## config.mk

```make
export PLATFORM = sky130hd
export DESIGN_NAME = hex_segment_decoder
export DESIGN_NICKNAME = d
export VERILOG_FILES = /design/src/rtl/seg7_pkg.sv /design/src/rtl/seg7_pattern_decode.sv /design/src/rtl/hex_segment_decoder.sv
export SDC_FILE = /design/constraint.sdc
export NUM_CORES = 1
export LEC_CHECK = 0
export BUFFER_PORTS_ARGS = -buffer_cell sky130_fd_sc_hd__buf_2
export CAP_MARGIN = 15
export CELL_PAD_IN_SITES_DETAIL_PLACEMENT = 1
export CELL_PAD_IN_SITES_GLOBAL_PLACEMENT = 2
export CORE_UTILIZATION = 34
export CTS_CLUSTER_SIZE = 24
export DETAILED_ROUTE_END_ITERATION = 8
export PLACE_DENSITY_LB_ADDON = 0.1
export SKIP_LAST_GASP = 1
export SLEW_MARGIN = 40
export SYNTH_ARGS = -nofsm -noshare
export SYNTH_HDL_FRONTEND = slang
export SYNTH_SLANG_ARGS = --single-unit
```

## constraint.sdc

```tcl
create_clock -name clk -period 2.7 [get_ports clk]
set_clock_uncertainty 0.2 [all_clocks]
set_input_delay 0.27 -clock clk [delete_from_list [all_inputs] [get_ports clk]]
set_output_delay 0.27 -clock clk [all_outputs]
set_load 0.01 [all_outputs]
```

## src/rtl/seg7_pkg.sv

```systemverilog
// seg7_pkg: shared constants and types for seven-segment pattern handling.
// Segment patterns are active-low, bit order [6:0] = g f e d c b a.
package seg7_pkg;

  // All segments off.
  localparam logic [6:0] SEG_BLANK = 7'b1111111;

  // Pattern for each hex digit; the entry index is the digit value.
  localparam logic [6:0] DIGIT_PAT [16] = '{
    7'b1000000, 7'b1111001, 7'b0100100, 7'b0110000,
    7'b0011001, 7'b0010010, 7'b0000010, 7'b1111000,
    7'b0000000, 7'b0010000, 7'b0001000, 7'b0000011,
    7'b1000110, 7'b0100001, 7'b0000110, 7'b0001110
  };

  // LOCKED: current pattern already handled; SETTLING: waiting for it to hold.
  typedef enum logic {
    LOCKED   = 1'b0,
    SETTLING = 1'b1
  } sync_state_e;

endpackage

```

## src/rtl/seg7_pattern_decode.sv

```systemverilog
// seg7_pattern_decode: combinational classifier for a 7-bit active-low
// segment pattern. Reports whether it is a hex digit (and which one) or blank.
// A pattern that is neither is illegal.
module seg7_pattern_decode
  import seg7_pkg::*;
(
  input  logic [6:0] pattern_i,
  output logic       is_digit_o,
  output logic       is_blank_o,
  output logic [3:0] digit_o
);

  // Search the digit table; patterns are unique so at most one entry matches.
  always_comb begin
    is_digit_o = 1'b0;
    digit_o    = 4'd0;
    is_blank_o = (pattern_i == SEG_BLANK);
    for (int i = 0; i < 16; i++) begin
      is_digit_o = is_digit_o | (pattern_i == DIGIT_PAT[i]);
      digit_o    = (pattern_i == DIGIT_PAT[i]) ? 4'(i) : digit_o;
    end
  end

endmodule

```

## src/rtl/hex_segment_decoder.sv

```systemverilog
// hex_segment_decoder: samples an active-low segment bus, waits for the
// pattern to hold for STABLE_CYCLES further edges, then decodes it to a hex
// digit, flags blank, or flags an illegal pattern.
// Build option: define SEGDEC_ERRCNT_EN to build the saturating illegal
// pattern counter; otherwise err_count is tied to zero.
module hex_segment_decoder
  import seg7_pkg::*;
#(
  parameter int unsigned STABLE_CYCLES = 4
) (
  input  logic       clk,
  input  logic       reset,
  input  logic [6:0] seg_in,
  output logic [3:0] data_out,
  output logic       data_valid,
  output logic       data_blank,
  output logic       bad_pattern,
  output logic [7:0] err_count
);

  localparam logic [7:0] CNT_LAST = 8'(STABLE_CYCLES - 1);

  sync_state_e state_q, state_d;
  logic [6:0]  seg_q, seg_d;
  logic [7:0]  cnt_q, cnt_d;
  logic [3:0]  data_q, data_d;
  logic        valid_q, valid_d;
  logic        blank_q, blank_d;
  logic        bad_q, bad_d;
  logic        accept_s;
  logic        is_digit_s;
  logic        is_blank_s;
  logic [3:0]  digit_s;

  seg7_pattern_decode u_decode (
    .pattern_i  (seg_q),
    .is_digit_o (is_digit_s),
    .is_blank_o (is_blank_s),
    .digit_o    (digit_s)
  );

  // Stability FSM: restart on any change, accept once the count completes.
  always_comb begin
    seg_d    = seg_q;
    cnt_d    = cnt_q;
    state_d  = state_q;
    accept_s = 1'b0;
    if (seg_in != seg_q) begin
      seg_d   = seg_in;
      cnt_d   = 8'd0;
      state_d = SETTLING;
    end else if (state_q == SETTLING) begin
      if (cnt_q == CNT_LAST) begin
        accept_s = 1'b1;
        state_d  = LOCKED;
      end else begin
        cnt_d = cnt_q + 8'd1;
      end
    end else begin
      cnt_d = cnt_q;
    end
  end

  // Output next-state: pulses default low, levels held unless accepted.
  always_comb begin
    data_d  = data_q;
    blank_d = blank_q;
    valid_d = 1'b0;
    bad_d   = 1'b0;
    if (accept_s) begin
      if (is_digit_s) begin
        data_d  = digit_s;
        valid_d = 1'b1;
        blank_d = 1'b0;
      end else if (is_blank_s) begin
        blank_d = 1'b1;
      end else begin
        bad_d = 1'b1;
      end
    end else begin
      bad_d = 1'b0;
    end
  end

  // State and output registers.
  always_ff @(posedge clk or posedge reset) begin
    if (reset) begin
      state_q <= LOCKED;
      seg_q   <= SEG_BLANK;
      cnt_q   <= 8'd0;
      data_q  <= 4'd0;
      valid_q <= 1'b0;
      blank_q <= 1'b1;
      bad_q   <= 1'b0;
    end else begin
      state_q <= state_d;
      seg_q   <= seg_d;
      cnt_q   <= cnt_d;
      data_q  <= data_d;
      valid_q <= valid_d;
      blank_q <= blank_d;
      bad_q   <= bad_d;
    end
  end

`ifdef SEGDEC_ERRCNT_EN
  logic [7:0] err_q, err_d;

  // Saturating count of accepted illegal patterns.
  always_comb begin
    err_d = err_q;
    if (bad_d && (err_q != 8'hFF)) begin
      err_d = err_q + 8'd1;
    end else begin
      err_d = err_q;
    end
  end

  // Error counter register.
  always_ff @(posedge clk or posedge reset) begin
    if (reset) begin
      err_q <= 8'd0;
    end else begin
      err_q <= err_d;
    end
  end

  assign err_count = err_q;
`else
  assign err_count = 8'd0;
`endif

  assign data_out    = data_q;
  assign data_valid  = valid_q;
  assign data_blank  = blank_q;
  assign bad_pattern = bad_q;

endmodule

```

==> flow_summary.ini, run 1 <==
[yosys]
synth_seq_cells = 23
syn-cell-area_um2 = 1450
ys_types = 48
yosysWarnings = 0
synth_edf_count = 0
avgSynthCellArea_um2 = 9.43
ys_seq_area_frac = 0.403
synthCells = 154
synthFlopType = dfrtp_1
synthArstFlopShare = 1.00

[timing]
report.final.slew_viol_count = 0
setup_viol = 0
max_freq_mhz = 426
period_share = 0.870
period_minus_slack_ns = 2.35
hold_viol_final = 0
rsz0062_at_grt = no
tns_ns = 0

[clock_tree]
htreeDepth = 1
cts_made_buffers = 3
clock_latency_ns = 0.26
cts_hold_buf = 8
cts_setup_buffers = 0
cts_buffer_depth = 2
cts.sinks = 23
clk_pin_slew_worst_paths_ns = 0.08
cts_tree = done
cts-root-buf = clkbuf_8
cts.repair.resized = 0

[drt]
avgViaCountPerCell = 5.12
first_pass_iters = 3
final_antenna_net_count = 0
dr_wl_met3_um = 104
wl_per_cell_um = 14.1
top_layer = met4
drt_iter0_drc = 36
remaining_drc_errors = 0
route.vias.total = 1101
met1Wirelength_um = 1500
wl_um = 3040
met2_length_um = 1410

[global_route]
grt.overflow.total = 0
grt_pass1_vias = 1085
grt_pass1_wl_um = 5090
grt_max_degree = 24
grt.total_usage = 0.152
antenna_found_initial = 0

[layout]
drive_gt1_frac = 0.230
fill_cells = 478
final_nets = 176
n_antenna_cell = 0
fin_area_um2 = 1600
finalNonFillerCells = 215
syn2layout_area_growth_pct = 10.3

[worst_hold_path]
hp-start = data_out[3]
hold_end = data_out[3]
hold_path.class = flop to flop
hold_path_depth = 1

[power_and_ir_drop]
irDropWorstVdd_mv = 0.333
cellLeakagePower_uw = 0.000677
p_per_area_nw_per_um2 = 408

[setup_path]
slowest_stage = dfstp_2
r2r_end = data_out[2]
path_class = flop to flop
path_buf_inv = 0
crit_required_ns = 2.65
crit_chain = and3b_1 > a32o_1 > a31o_1 > o31ai_4 > mux2_4
critPathTopFamily = compound AO/OA/AOI/OAI gates
arrival_ns = 2.30
rr_worst_depth = 5
cp-start-kind = flop
rrSetupSlack_ns = 0.35
rr_startpoint = seg_q[1]
path_max_fanout = 16
slowest_delay_ns = 0.69
endpoint_kind = flop

[floorplan]
start_util = 0.358
fp.dieArea_um2 = 4540
dieHeight_um = 67.4
row_count = 23
core_area_um2 = 4060
die_width_um = 67.4
io-pin-count = 24

[placed_design]
dpl.cell_count = 203
gp_congestion = 0.783
place_area_um2 = 1480
portBuffers = 15
hpwl_um = 2200

[status]
status = finished clean

[run]
drv_cap = 0
per-stage QoR:
stage	utilization	hold slack (ns)	total power, µW	setup slack [ns]
floorplan	-	0.0660	439	0.579
CTS	0.395	0.309	666	0.326
finish	0.395	0.308	653	0.351
detailed placement	0.364	0.124	444	0.340
global placement	0.364	0.194	442	0.386
global route	0.395	0.329	692	0.172
cell usage in the layout, fill, tap and decap left out, types with 8 or more instances in the layout:
cell type       n
nor2_1         11
nand3_1        11
dlygate4sd3_1   8
dfstp_2         8
nand2_1        12
dfrtp_1        15
conb_1          8
buf_2          15
xnor2_1         9
synth_stat cells (all sizes together) (5+ instances only):
library cell / number / area share
buf: 15 / 0.076
dfrtp: 15 / 0.26
nand2: 12 / 0.031
nor2: 12 / 0.033
nand3: 11 / 0.038
xnor2: 9 / 0.054
clkbuf: 8 / 0.021
dfstp: 8 / 0.14
a21oi: 6 / 0.023
nand4: 5 / 0.022
nor3: 5 / 0.024
xor2: 5 / 0.030
how the worst max path moves through the flow:
stage / end / depth (start not counted) / startpoint
floorplan: data_out[0] / 6 / seg_q[4]
global placement: data_out[0] / 4 / seg_q[3]
detailed placement: data_out[2] / 5 / seg_q[1]
CTS: data_out[2] / 5 / seg_q[1]
global route: data_out[0] / 6 / cnt_q[0]
finish: data_out[2] / 5 / seg_q[1]
cells by family after synthesis:
group / after synthesis / synth area share
buffers and inverters: 26 / 0.104
multiplexers: 5 / 0.0422
AO/OA/AOI/OAI: 21 / 0.110
XOR/XNOR: 14 / 0.0844
AND/OR/NAND/NOR: 63 / 0.245
other: 1 / 0.00258
flip-flops: 23 / 0.403
adder cells (fa/ha/maj): 1 / 0.00861
where the power goes:
| group | internal (µW) | leakage (µW) | switching (µW) |
|---|---|---|---|
| combinational | 33.9 | 0.000371 | 34.9 |
| clock | 105 | 0.0000228 | 102 |
| sequential | 355 | 0.000283 | 21.7 |
| total | 494 | 0.000677 | 159 |
layout make-up:
cell class                 instances  area (µm²)  area share
multi-input combinational        112         742       0.463
sequential                        23         586       0.366
timing repair buffer              23         155      0.0969
tap                               50        62.6      0.0391
clock buffer                       4        45.0      0.0281
inverter                           3        11.3     0.00703
per-layer routing:
layer,global-route usage,vias up
met5,0,-
met4,0.0319,0
met3,0.0405,4
met2,0.246,25
met1,0.202,530
li1,-,542
state kept, by name (all words and copies together) (netlist names):
| register | cells |
|---|---|
| bad_pattern | 1 |
| data_blank | 1 |
| state_q | 1 |
| data_out | 4 |
| cnt_q | 8 |
| data_valid | 1 |
| seg_q | 7 |
Note: power is estimated with default switching activity, not from simulation.
==> run 2, diff against run 1 <==
- CORE_UTILIZATION: 34 -> 37
- clock period: 2.7 -> 2.94 ns (I/O delays scaled with it)
==> run 2 against run 1 <==
  * Via count grew 0.36%
  * First-iteration DRC count grew to 2.6 times the previous value
  * Die area shrank 7.9%
  * Combinational power shrank 6.2%
  * Largest cell class unchanged
  * Maximum frequency shrank 1.0%
  * Count of clock-buffer cells in the layout is the same
  * Critical endpoint unchanged
  * Setup slack gained 0.22 ns
  * Flip-flop and latch count is the same
  * Sequential power shrank 8.2%
  * Global-route usage grew 1.9 points
  * Register-to-register slack gained 0.22 ns
  * Largest power group unchanged
==> flow_summary.ini, run 2 (synthesized netlist as in run 1, its figures left out) <==
[worst_hold_path]
hp-start = data_out[3]
hold_path.class = flop to flop

[layout]
largest_reg_flops = 8
multi_input_area_um2 = 742
fill_cells = 441
n_antenna_cell = 0
syn2layout_area_growth_pct = 10.1
seq_area_um2 = 586
drive_gt1_frac = 0.230
final_nets = 176
final_cell_mix = 15 x dfrtp_1, 15 x buf_2, 12 x nand2_1
largest-register = cnt_q
fin_area_um2 = 1600

[setup_path]
slowest_delay_ns = 0.71
crit_start = seg_q[1]
arrival_ns = 2.32
endpoint_kind = flop
slowest_stage = dfstp_2
path_buf_inv = 0
crit_chain = and3b_1 > a32o_1 > a31o_1 > o31ai_4 > mux2_4
critPathTopFamily = compound AO/OA/AOI/OAI gates
path_class = flop to flop
rrSetupSlack_ns = 0.57
path_max_fanout = 16
crit_required_ns = 2.89
rr_startpoint = seg_q[1]
cp-start-kind = flop

[placed_design]
hpwl_um = 2330
gp_congestion = 0.783
place_area_um2 = 1470
portBuffers = 15

[global_route]
grt_pass1_wl_um = 5460
antenna_found_initial = 0
grt_pass1_vias = 1135
grt.overflow.total = 0
grt_max_degree = 24
grt.total_usage = 0.171

[clock_tree]
cts_hold_buf = 8
cts_tree = done
htreeDepth = 1
cts.sinks = 23
cts.repair.resized = 0
clock_latency_ns = 0.26
cts_setup_buffers = 0
cts-root-buf = clkbuf_8
cts_made_buffers = 3
clk_pin_slew_worst_paths_ns = 0.08
cts_buffer_depth = 2

[drt]
drt_iter0_drc = 94
wl_um = 3290
remaining_drc_errors = 0
wl_per_cell_um = 15.5
final_antenna_net_count = 0
first_pass_iters = 3
avgViaCountPerCell = 5.19
route.vias.total = 1105

[timing]
period_share = 0.807
max_freq_mhz = 421
tns_ns = 0
period_minus_slack_ns = 2.37
rsz0062_at_grt = no
hold_viol_final = 0
report.final.slew_viol_count = 0
setup_viol = 0

[floorplan]
die_width_um = 64.7
start_util = 0.391
io-pin-count = 24
dieHeight_um = 64.7
row_count = 22
fp.dieArea_um2 = 4180
core_area_um2 = 3720

[power_and_ir_drop]
cellLeakagePower_uw = 0.000677
irDropWorstVdd_mv = 0.203
p_per_area_nw_per_um2 = 381

[status]
status = finished clean

[run]
drv_cap = 0
run 2: worst reg2reg max path: cells and delay by family, from the launching register on:
| kind | cells | cell delay (ns) |
|---|---|---|
| AOI/OAI and AO/OA | 3 | 0.78 |
| DFF | 1 | 0.71 |
| muxes | 1 | 0.33 |
| and+or+nand+nor | 1 | 0.25 |
run 2: final timing paths:
path | cells past startpoint | to
worst max-delay path | 5 | data_out[2]
worst min-delay path | 1 | data_out[3]
worst max register to register | 5 | data_out[2]
worst min register to register | 1 | data_out[3]
max in group asynchronous | 3 | seg_q[1]
min in group asynchronous | 3 | cnt_q[2]
run 2: layout make-up:
type / count / share of cell area
Multi-Input combinational cell: 112 / 0.464
Sequential cell: 23 / 0.366
Timing Repair Buffer: 23 / 0.0970
Clock buffer: 4 / 0.0282
Inverter: 3 / 0.00704
Tap cell: 48 / 0.0376
run 2: power by group:
group          leakage, µW  switching, µW  internal, µW
clock network    0.0000228            101          96.6
registers         0.000283           20.5           326
logic             0.000371           33.4          31.2
run 2: per-stage QoR:
stage | setup WS (ns) | hold slack [ns] | total power, µW | utilization | instances
2_1_floorplan | 0.819 | 0.0900 | 403 | - | 161
3_3_place_gp | 0.626 | 0.217 | 407 | 0.397 | 201
3_5_place_dp | 0.581 | 0.154 | 409 | 0.397 | 201
4_1_cts | 0.564 | 0.316 | 618 | 0.430 | 213
5_1_grt | 0.481 | 0.318 | 638 | 0.430 | 213
6_report | 0.566 | 0.315 | 609 | 0.430 | 213
run 2: per-layer routing:
| layer | track usage | vias up | share of wire |
|---|---|---|---|
| met4 | 0.0444 | 0 | 0.013 |
| li1 | - | 535 | - |
| met2 | 0.316 | 8 | 0.54 |
| met3 | 0.0264 | 4 | 0.012 |
| met1 | 0.205 | 558 | 0.43 |
| met5 | 0 | - | 0 |
